[src/rtl/disp_scan_ctrl.sv]
// Time-multiplexed 4-digit 7-segment scan controller with blanking gaps and frame-synchronous,
// double-buffered digit/dot data. Define DISP_BRIGHTNESS_EN to add the frame-based brightness input.
module disp_scan_ctrl #(
  parameter int PRESCALE     = 1000,
  parameter int BLANK_CYCLES = 50
) (
  input  logic        clk,
  input  logic        rst_n,
  input  logic        enable,
  input  logic        load,
  input  logic [15:0] digits_in,
  input  logic [3:0]  dots_in,
`ifdef DISP_BRIGHTNESS_EN
  input  logic [2:0]  brightness,
`endif
  output logic [1:0]  dig_sel,
  output logic [3:0]  nibble,
  output logic [3:0]  dots,
  output logic [3:0]  anodes,
  output logic        frame_tick,
  output logic        busy
);

  // state | meaning
  // IDLE  | scan parked, display dark, pending staging commits every cycle
  // BLANK | first BLANK_CYCLES of a slot, all anodes off
  // DRIVE | rest of the slot, anode of dig_sel on (if lit this frame)
  typedef enum logic [1:0] {IDLE, BLANK, DRIVE} state_t;

  localparam int CW = $clog2(PRESCALE);
  localparam logic [CW-1:0] SLOT_LAST = CW'(PRESCALE - 1);
  localparam logic [CW-1:0] TICK_PREV = CW'(PRESCALE - 2);
  localparam logic [CW-1:0] BLANK_END = CW'(BLANK_CYCLES);

  state_t        state_q, state_d;
  logic [CW-1:0] cnt_q, cnt_d;
  logic [1:0]    dig_q, dig_d;
  logic          frame_tick_q, frame_tick_d;
  logic          busy_q, busy_d;
  logic [15:0]   stage_dig_q, stage_dig_d, act_dig_q, act_dig_d;
  logic [3:0]    stage_dots_q, stage_dots_d, act_dots_q, act_dots_d;
  logic [3:0]    nibble_q, nibble_d, dots_q, dots_d, anodes_q, anodes_d;
  logic          commit, lit;
`ifdef DISP_BRIGHTNESS_EN
  logic [2:0]    frame_cnt_q, frame_cnt_d, bright_q, bright_d;
  logic          frame_start;
`endif

  always_comb begin
    // Commit at the last digit-3 drive cycle; while parked, staging always flows through.
    commit       = frame_tick_q || (state_q == IDLE);
    stage_dig_d  = load ? digits_in : stage_dig_q;
    stage_dots_d = load ? dots_in : stage_dots_q;
    act_dig_d    = act_dig_q;
    act_dots_d   = act_dots_q;
    busy_d       = busy_q;
    if (commit) begin
      act_dig_d  = load ? digits_in : stage_dig_q;
      act_dots_d = load ? dots_in : stage_dots_q;
      busy_d     = 1'b0;
    end else if (load) begin
      busy_d = 1'b1;
    end

    state_d      = state_q;
    cnt_d        = cnt_q;
    dig_d        = dig_q;
    frame_tick_d = 1'b0;
    if (!enable) begin
      state_d = IDLE;
      cnt_d   = '0;
      dig_d   = 2'd0;
    end else if (state_q == IDLE) begin
      state_d = BLANK;
      cnt_d   = '0;
      dig_d   = 2'd0;
    end else begin
      if (cnt_q == SLOT_LAST) begin
        cnt_d = '0;
        dig_d = dig_q + 2'd1;
      end else begin
        cnt_d = cnt_q + 1'b1;
      end
      state_d      = (cnt_d < BLANK_END) ? BLANK : DRIVE;
      frame_tick_d = (cnt_q == TICK_PREV) && (dig_q == 2'd3);
    end

`ifdef DISP_BRIGHTNESS_EN
    frame_start = (state_d == BLANK) && (cnt_d == '0) && (dig_d == 2'd0);
    frame_cnt_d = !enable ? 3'd0 : (frame_tick_q ? frame_cnt_q + 3'd1 : frame_cnt_q);
    bright_d    = frame_start ? brightness : bright_q;
    lit         = (frame_cnt_d <= bright_d);
`else
    lit         = 1'b1;
`endif

    anodes_d = ((state_d == DRIVE) && lit) ? ~(4'b0001 << dig_d) : 4'b1111;
    nibble_d = act_dig_d[{dig_d, 2'b00} +: 4];
    dots_d   = act_dots_d;
  end

  always_ff @(posedge clk or negedge rst_n) begin
    if (!rst_n) begin
      state_q      <= IDLE;
      cnt_q        <= '0;
      dig_q        <= 2'd0;
      frame_tick_q <= 1'b0;
      busy_q       <= 1'b0;
      stage_dig_q  <= 16'h0;
      stage_dots_q <= 4'h0;
      act_dig_q    <= 16'h0;
      act_dots_q   <= 4'h0;
      nibble_q     <= 4'h0;
      dots_q       <= 4'h0;
      anodes_q     <= 4'b1111;
`ifdef DISP_BRIGHTNESS_EN
      frame_cnt_q  <= 3'd0;
      bright_q     <= 3'd0;
`endif
    end else begin
      state_q      <= state_d;
      cnt_q        <= cnt_d;
      dig_q        <= dig_d;
      frame_tick_q <= frame_tick_d;
      busy_q       <= busy_d;
      stage_dig_q  <= stage_dig_d;
      stage_dots_q <= stage_dots_d;
      act_dig_q    <= act_dig_d;
      act_dots_q   <= act_dots_d;
      nibble_q     <= nibble_d;
      dots_q       <= dots_d;
      anodes_q     <= anodes_d;
`ifdef DISP_BRIGHTNESS_EN
      frame_cnt_q  <= frame_cnt_d;
      bright_q     <= bright_d;
`endif
    end
  end

  assign dig_sel    = dig_q;
  assign nibble     = nibble_q;
  assign dots       = dots_q;
  assign anodes     = anodes_q;
  assign frame_tick = frame_tick_q;
  assign busy       = busy_q;

endmodule

[config.mk]
export PLATFORM = sky130hd
export DESIGN_NAME = disp_scan_ctrl
export DESIGN_NICKNAME = d
export VERILOG_FILES = /design/src/rtl/disp_scan_ctrl.sv
export SDC_FILE = /design/constraint.sdc
export NUM_CORES = 1
export LEC_CHECK = 0
export CORE_ASPECT_RATIO = 0.8
export CORE_MARGIN = 5
export CORE_UTILIZATION = 56
export CTS_CLUSTER_DIAMETER = 40
export DETAILED_ROUTE_END_ITERATION = 7
export HOLD_SLACK_MARGIN = 0.15
export PLACE_DENSITY = 0.82
export REMOVE_ABC_BUFFERS = 1
export SETUP_SLACK_MARGIN = 0.05
export SYNTH_ARGS = -nofsm -noshare
export SYNTH_HDL_FRONTEND = slang
export SYNTH_SLANG_ARGS = --single-unit
[constraint.sdc]
create_clock -name clk -period 5.4 [get_ports clk]
set_input_delay 0.81 -clock clk [delete_from_list [all_inputs] [get_ports clk]]
set_output_delay 0.81 -clock clk [all_outputs]
set_load 0.01 [all_outputs]
==> reports/qor.yml <==
run_status:
  outcome: "finished, final reports clean"
floorplanning:
  start_util_pct: 57.0
  io_pins: 40
  rows: 23
  die_w_um: 89.1
  dieArea_um2: 6530
  core_area_um2: 4920
  dieHeight_um: 73.3
grt:
  grt_antenna_before_repair: 0
  track_usage_pct: 19.4
  grt_max_degree: 65
  grt_pass1_vias: 1922
  grt_pass1_wl_mm: 9.39
  grt-ovfl-total: 0
layout:
  drive_above_1_share_pct: 25.4
  design_area_um2: 3480
  n_antenna_cell: 0
  nets: 290
  area_growth_pct: 24.2
synth:
  synthesis.area_um2: 2800
  yosysTopAreaCellShare_pct: 53.6
  ys_ff_latch: 64
  yosys_warnings: 0
  synth-main-ff-cell: "dfrtp_1"
  synthArstFlopShare_pct: 100
  synth_common_cells: "60 x dfrtp_1, 40 x mux2_2, 22 x nor2_1, 13 x mux2i_1, 11 x nand2_1"
  seq_area_frac_synth_pct: 57.3
  synthCells: 221
  post-synth-top-area-cell: "dfrtp_1"
  syn_area_per_cell_um2: 12.7
  synth-edff-count: 0
  yosys.cell_types.count: 41
  synthMostInstantiatedCell: "dfrtp_1"
  yosys-top-cells-area: "dfrtp_1 54%, mux2_2 16%, mux2i_1 4.6%"
routing:
  vias: 1857
  remaining_drc_errors: 0
  detail_route.wl_per_cell_um: 16.7
  ant_nets: 0
  vias_per_cell: 5.63
  drt-initial-drc-count: 160
  dr.pass1.iters: 4
  drt-total-wl_mm: 5.51
sta:
  post-route-period-util_pct: 51.3
  setup_viol: 0
  setup_tns_ns: 0
  fin_skew_ns: 0.00719
  max_freq_ghz: 0.361
  rsz0062_at_grt: "no"
  hold_viol: 0
  slew_headroom_pct: 35.5
  fin_ws_ns: 2.63
  slew_violations: 0
  fin_crit_ns: 2.77
  tightest_slew_ns: 0.965
clocking:
  ctsLongestPathBuffers: 2
  post_cts_resized: 0
  cts.sinks: 64
  postCtsSetupRepairBufs: 0
  cts.htree.levels: 3
  root_buffer: "clkbuf_8"
  numCtsBuffers: 9
  clkTransAtPathRegs_ns: 0.07
  clkLatencyLatePin_ns: 0.33
  postCtsHoldBufs: 0
  tritoncts: "done"
worst_setup_path:
  path_max_fanout: 21
  worstPathArrival_ns: 2.96
  start_kind: "input pin"
  setup.worst_path.class: "input pin to flop"
  cp.required_ns: 5.59
  crit_path_end_kind: "flop"
placement:
  io_buffers: 39
  place_area_um2: 3230
  dp_hpwl_mm: 3.65
  gp_congestion: 0.883
  pre_cts_slack_ns: 2.30
power:
  max-vdd-ir-drop_uv: 218
  p_per_area_nw_per_um2: 342
  total_power_mw: 1.19
  p_leak_nw: 1.43
min_path:
  hold_path.class: "flop to flop"
flow_run:
  maxCapViolations: 0
## state kept, by name (all words and copies together), names as in the netlist
signal,cells
busy,1
stage_dig_q,16
dig_sel,2
nibble,4
stage_dots_q,4
frame_tick,1
dots,4
act_dig_q,16
anodes,4
state_q,2
cnt_q,10
## per-stage QoR
stage / hold WS [ns] / utilization, % / std cells
finish: 0.497 / 70.7 / 330
global route: 0.513 / 70.7 / 330
CTS: 0.498 / 70.7 / 330
detailed placement: 0.483 / 65.6 / 314
global placement: 0.474 / 65.6 / 314
floorplan: 0.468 / - / 212
## cell usage in the layout (no fill, tap or decap), types with 3 or more instances in the layout
cell,instances
mux2_2,40
nand2_1,11
nor3_1,4
xnor2_1,4
dfrtp_1,60
inv_1,4
nor2_1,22
o31ai_1,3
bufinv_16,3
o211ai_1,4
o21ai_0,7
mux2i_1,13
clkdlybuf4s50_1,38
dfstp_2,4
nand3_1,5
clkbuf_8,11
ha_1,3
xor2_1,3
## path summary, 6_finish.rpt
kind,startpoint,end,slack [ns],cells after the start
setup / recovery,load,nibble[1],2.63,5
hold / removal,stage_dig_q[4],stage_dig_q[4],0.50,1
setup reg to reg,cnt_q[0],nibble[1],2.70,6
hold reg to reg,stage_dig_q[4],stage_dig_q[4],0.50,1
max in group asynchronous,rst_n,cnt_q[4],4.25,2
min in group asynchronous,rst_n,stage_dots_q[1],0.63,2
## critical path, stage by stage
cell and delay [ns]:
clkdlybuf4s50_1 1.11, mux2_2 0.45, mux2_2 0.28, mux2i_1 0.19
mux2i_1 0.12
## layout make-up
class,instances,area (um2)
Fill cell,347,1440
Multi-Input combinational cell,144,1130
Tap cell,62,77.6
Clock inverter,5,103
Sequential cell,64,1610
Inverter,4,15.0
Timing Repair Buffer,40,393
Clock buffer,11,151
## cells by family (layout without fill, tap and decap cells)
family | Yosys count | after routing | synth area share, %
fa+ha+maj | 3 | 3 | 1.34
xor+xnor | 7 | 7 | 2.19
buf+inv | 13 | 60 | 2.19
mux | 53 | 53 | 20.7
compound gates | 27 | 27 | 6.61
simple gates | 54 | 54 | 9.64
flops | 64 | 64 | 57.3
## power breakdown
group | switching [mW] | internal (mW) | leakage (nW)
combinational | 0.0607 | 0.0790 | 0.525
clock | 0.175 | 0.331 | 0.126
sequential | 0.0163 | 0.529 | 0.775
total | 0.252 | 0.939 | 1.43
## layer usage
layer / global-route usage, % / wire length [um] / share of wire [%] / up-vias
met5: 0 / 0 / 0 / -
met4: 6.78 / 80 / 1.5 / 0
met2: 29.8 / 2580 / 47 / 66
met1: 25.0 / 2390 / 43 / 916
met3: 7.74 / 459 / 8.3 / 10
li1: - / - / - / 865
(Power assumes the default switching activity.)
==> patch 1, RTL diff (config.mk and constraints unchanged) <==
Remove the register `nibble_q`: a continuous assignment takes its place, so the output `nibble` follows one clock earlier.
--- a/src/rtl/disp_scan_ctrl.sv
+++ b/src/rtl/disp_scan_ctrl.sv
@@ -112,3 +112,2 @@
       act_dots_q   <= 4'h0;
-      nibble_q     <= 4'h0;
       dots_q       <= 4'h0;
@@ -129,3 +128,2 @@
       act_dots_q   <= act_dots_d;
-      nibble_q     <= nibble_d;
       dots_q       <= dots_d;
@@ -138,2 +136,4 @@
   end
+
+  assign nibble_q = nibble_d;
 
Check against the original RTL: not equivalent (Yosys sat finds a counterexample within 4 cycles, from zero or initial values and one cycle with rst_n low).
==> patch 1 against the unedited design <==
Sequential power decreased by 7.0%. Synthesized area decreased by 3.8%. Non-clock buffer count unchanged. Final area decreased by 3.7%. Total power decreased by 7.1%. Worst setup slack got worse by 1400 ps. Sequential share of layout area decreased by 1.2 points. Sequential cell count decreased by 4. Routed wire length decreased by 4.7%. Count of clock-buffer cells in the layout increased by 1. Die area decreased by 3.4%.
==> patch 1: results (changes against the unedited design) <==
| Metric | Value |
|---|---|
| Status | `finished clean (unchanged)` |
| Buffers on Ports | `39 (unchanged)` |
| Max H-tree Level | `3 (unchanged)` |
| CP max stage cell | `clkdlybuf4s50_1 (unchanged)` |
| Fillers | `345 (was 347)` |
| First-pass GRT wire length | `8690 um (was 9390 um)` |
| Vias in the first global route | `1757 (was 1922)` |
| Gr usage total | `0.186 (was 0.194)` |
| Routed length on met3 | `241 um (was 459 um)` |
| TritonCTS Buffers | `9 (unchanged)` |
| Worst-Margin Slew | `945 ps (was 965 ps)` |
| Top sig layer | `met4 (unchanged)` |
| Hold Path Class | `reg2reg (unchanged)` |
| Post-CTS Resized | `0 (unchanged)` |
| Post-synth top cells | `dfrtp_1, mux2_2, nor2_1, mux2i_1, nand2_1 (unchanged)` |
| Hold path depth | `1 (unchanged)` |
| Cells after DPL | `306 (was 314)` |
| Share of cells above drive strength 1 | `0.267 (was 0.254)` |
| Logic pwr share | `0.125 (was 0.117)` |
| Inserted Diodes | `0 (unchanged)` |
| Worst slack at placement | `1200 ps (was 2300 ps)` |
| R2R depth | `6 (unchanged)` |
| Layout Cells excl Fill | `322 (was 330)` |
| Dpl hpwl | `3510 um (was 3650 um)` |
| Clk buf depth | `2 (unchanged)` |
| Clock root buffer | `clkbuf_8 (unchanged)` |
| P_leak | `1.37 nW (was 1.43 nW)` |
| Ys Warns | `0 (unchanged)` |
| Clock Pin Slew Worst Setup and Hold Paths | `~60 ps` |
| Placed Area | `3120 sq um (was 3230 sq um)` |
| Crit-path max FO | `21 (unchanged)` |
| Nets@finish | `284 (was 290)` |
| Cell variety after synth | `42 (was 41)` |
| Clk power | `0.461 mW (was 0.506 mW)` |
| Via density | `5.51 (was 5.63)` |
| Synth Area in XOR/XNOR | `0.0260 (was 0.0219)` |
| Skew final | `6.18 ps (was 7.19 ps)` |
| Largest net degree at the start of global routing | `61 (was 65)` |
| Initial antenna violation count | `0 (unchanged)` |
| Final ANT Viol Nets | `0 (unchanged)` |
| Register area share after synthesis | `0.559 (was 0.573)` |
| Critical Path AT | `3410 ps (was 2960 ps)` |
| Pwr Density | `330 nW/um^2 (was 342 nW/um^2)` |
| Iter 0 DRT Violations | `117 (was 160)` |
| Pint | `0.868 mW (was 0.939 mW)` |
| DR WL/cell | `16.3 um (was 16.7 um)` |
| Synth top area cells | `dfrtp_1, mux2_2, mux2i_1 (unchanged)` |
| Met2 WL | `2570 um (was 2580 um)` |
| Setup Buffers After CTS | `0 (unchanged)` |
| Post-synthesis mux area share | `0.215 (was 0.207)` |
| Max incr delay on CP | `1090 ps (was 1110 ps)` |
| RD Place Congestion | `0.805 (was 0.883)` |
| DRT met1 WL | `2380 um (was 2390 um)` |
| Post-Synth Adder-Cell Area | `0.0139 (was 0.0134)` |
| Async S/R FF share, synth | `1.00 (unchanged)` |
| Largest registers | `act_dig_q (16), stage_dig_q (16), cnt_q (10) (unchanged)` |
| Synth Area in Compound Gates | `0.0655 (was 0.0661)` |
| Maximum vdd ir drop | `0.207 mV (was 0.218 mV)` |
| Cells after Synth | `216 (was 221)` |
[patch 1: routing by layer]
layer | global-route usage | up-vias
met5 | 0 | -
met4 | 0.0664 | 0
met3 | 0.0658 | 6
met2 | 0.289 | 41
met1 | 0.242 | 879
li1 | - | 847
[patch 1: worst paths after layout]
kind,start,to,slack [ps]
max,load,nibble[3],1180
min,stage_dots_q[3],stage_dots_q[3],490
max reg2reg,cnt_q[0],anodes[2],3040
min reg2reg,stage_dots_q[3],stage_dots_q[3],490
max in group asynchronous,rst_n,cnt_q[4],4290
min in group asynchronous,rst_n,stage_dig_q[14],630
[patch 1: layout make-up]
class	instances	area, sq um	area share
clock buffers	12	165	0.0493
flip-flops and latches	60	1510	0.450
well taps	60	75.1	0.0224
repair buffers	40	393	0.117
inverters	4	15.0	0.00448
clock inverters	4	70.1	0.0209
multi-input cells	142	1130	0.336
==> patch 2, RTL diff (config.mk and constraints unchanged) <==
Without the edit above. Set the parameter `PRESCALE` to 4000 (it was 1000).
--- a/src/rtl/disp_scan_ctrl.sv
+++ b/src/rtl/disp_scan_ctrl.sv
@@ -3,3 +3,3 @@
 module disp_scan_ctrl #(
-  parameter int PRESCALE     = 1000,
+  parameter int PRESCALE     = 4000,
   parameter int BLANK_CYCLES = 50
Behaviour: no difference found for any inputs over 10 cycles, from zero or initial values and one cycle with rst_n low; that may be too few to reach the edited logic, so the function may still have changed.
==> patch 2 against the unedited design <==
Die area up 2.3%. Worst setup slack better by 94 ps. Synthesized area up 2.7%. Routed wire length down 4.6%. Final area up 0.72%. Total power down 7.9%. Clock power down 16%. Sequential cell count up 2. Critical path type unchanged.
==> patch 2: results (changes against the unedited design) <==
| Metric | Value |
|---|---|
| Critical Path AT | `2880 ps (was 2960 ps)` |
| Vias in the first global route | `1923 (was 1922)` |
| P_leak | `1.42 nW (was 1.43 nW)` |
| Worst Hold Launch | `stage_dig_q[9] (was stage_dig_q[4])` |
| Via density | `5.53 (was 5.63)` |
| Register area share after synthesis | `0.576 (was 0.573)` |
| Via count | `1840 (was 1857)` |
| Footprint of the multi-input gates | `1150 sq um (was 1130 sq um)` |
| Hold endpoint | `stage_dig_q[9] (was stage_dig_q[4])` |
| Clk power | `0.425 mW (was 0.506 mW)` |
| Status | `finished clean (unchanged)` |
| Fin Hold WS | `493 ps (was 497 ps)` |
| Dpl hpwl | `3630 um (was 3650 um)` |
| Inverters | `5 (was 4)` |
| R2R depth | `7 (was 6)` |
| Fmax | `0.374 GHz (was 0.361 GHz)` |
| RD Place Congestion | `0.872 (was 0.883)` |
| Clk_lat worst skew | `350 ps (was 330 ps)` |
| CTS sink count | `66 (was 64)` |
| Placed Area | `3300 sq um (was 3230 sq um)` |
| Fillers | `362 (was 347)` |
| Cell variety after synth | `39 (was 41)` |
| Worst-Margin Slew | `1040 ps (was 965 ps)` |
| Nets@finish | `293 (was 290)` |
| Share of cells above drive strength 1 | `0.244 (was 0.254)` |
| Clock-cell share | `0.0592 (was 0.0730)` |
| Largest registers | `act_dig_q (16), stage_dig_q (16), cnt_q (12) (was act_dig_q (16), stage_dig_q (16), cnt_q (10))` |
[patch 2: cell count changes after synthesis, moves of 3 or more]
cell | unedited run | this run
nand2_1 | 11 | 7
buf_2 | 1 | 4
nor2_1 | 22 | 18
o31ai_1 | 3 | 0
o211ai_1 | 4 | 0
xnor2_1 | 4 | 8
a21oi_1 | 2 | 5
[patch 2: metal layers]
metal,track usage,share of wire,vias to the layer above
li1,-,-,874
met1,0.228,0.45,910
met2,0.288,0.47,46
met3,0.0556,0.058,10
met4,0.0893,0.020,0
met5,0,0,-
[patch 2: cell families (layout without fill, tap and decap cells)]
family	count (synthesis)	in the layout	share of synthesized area
buffers and inverters	15	61	0.0239
and+or+nand+nor	59	59	0.114
muxes	53	53	0.202
adders and majority gates	3	3	0.0130
xor gates and xnor gates	10	10	0.0304
DFF	66	66	0.576
AOI/OAI and AO/OA	19	19	0.0409
[patch 2: worst max-delay path: stages]
cell and delay, ps:
clkdlybuf4s50_1 1090, mux2_2 430, mux2_2 280, mux2i_1 160
mux2i_1 100
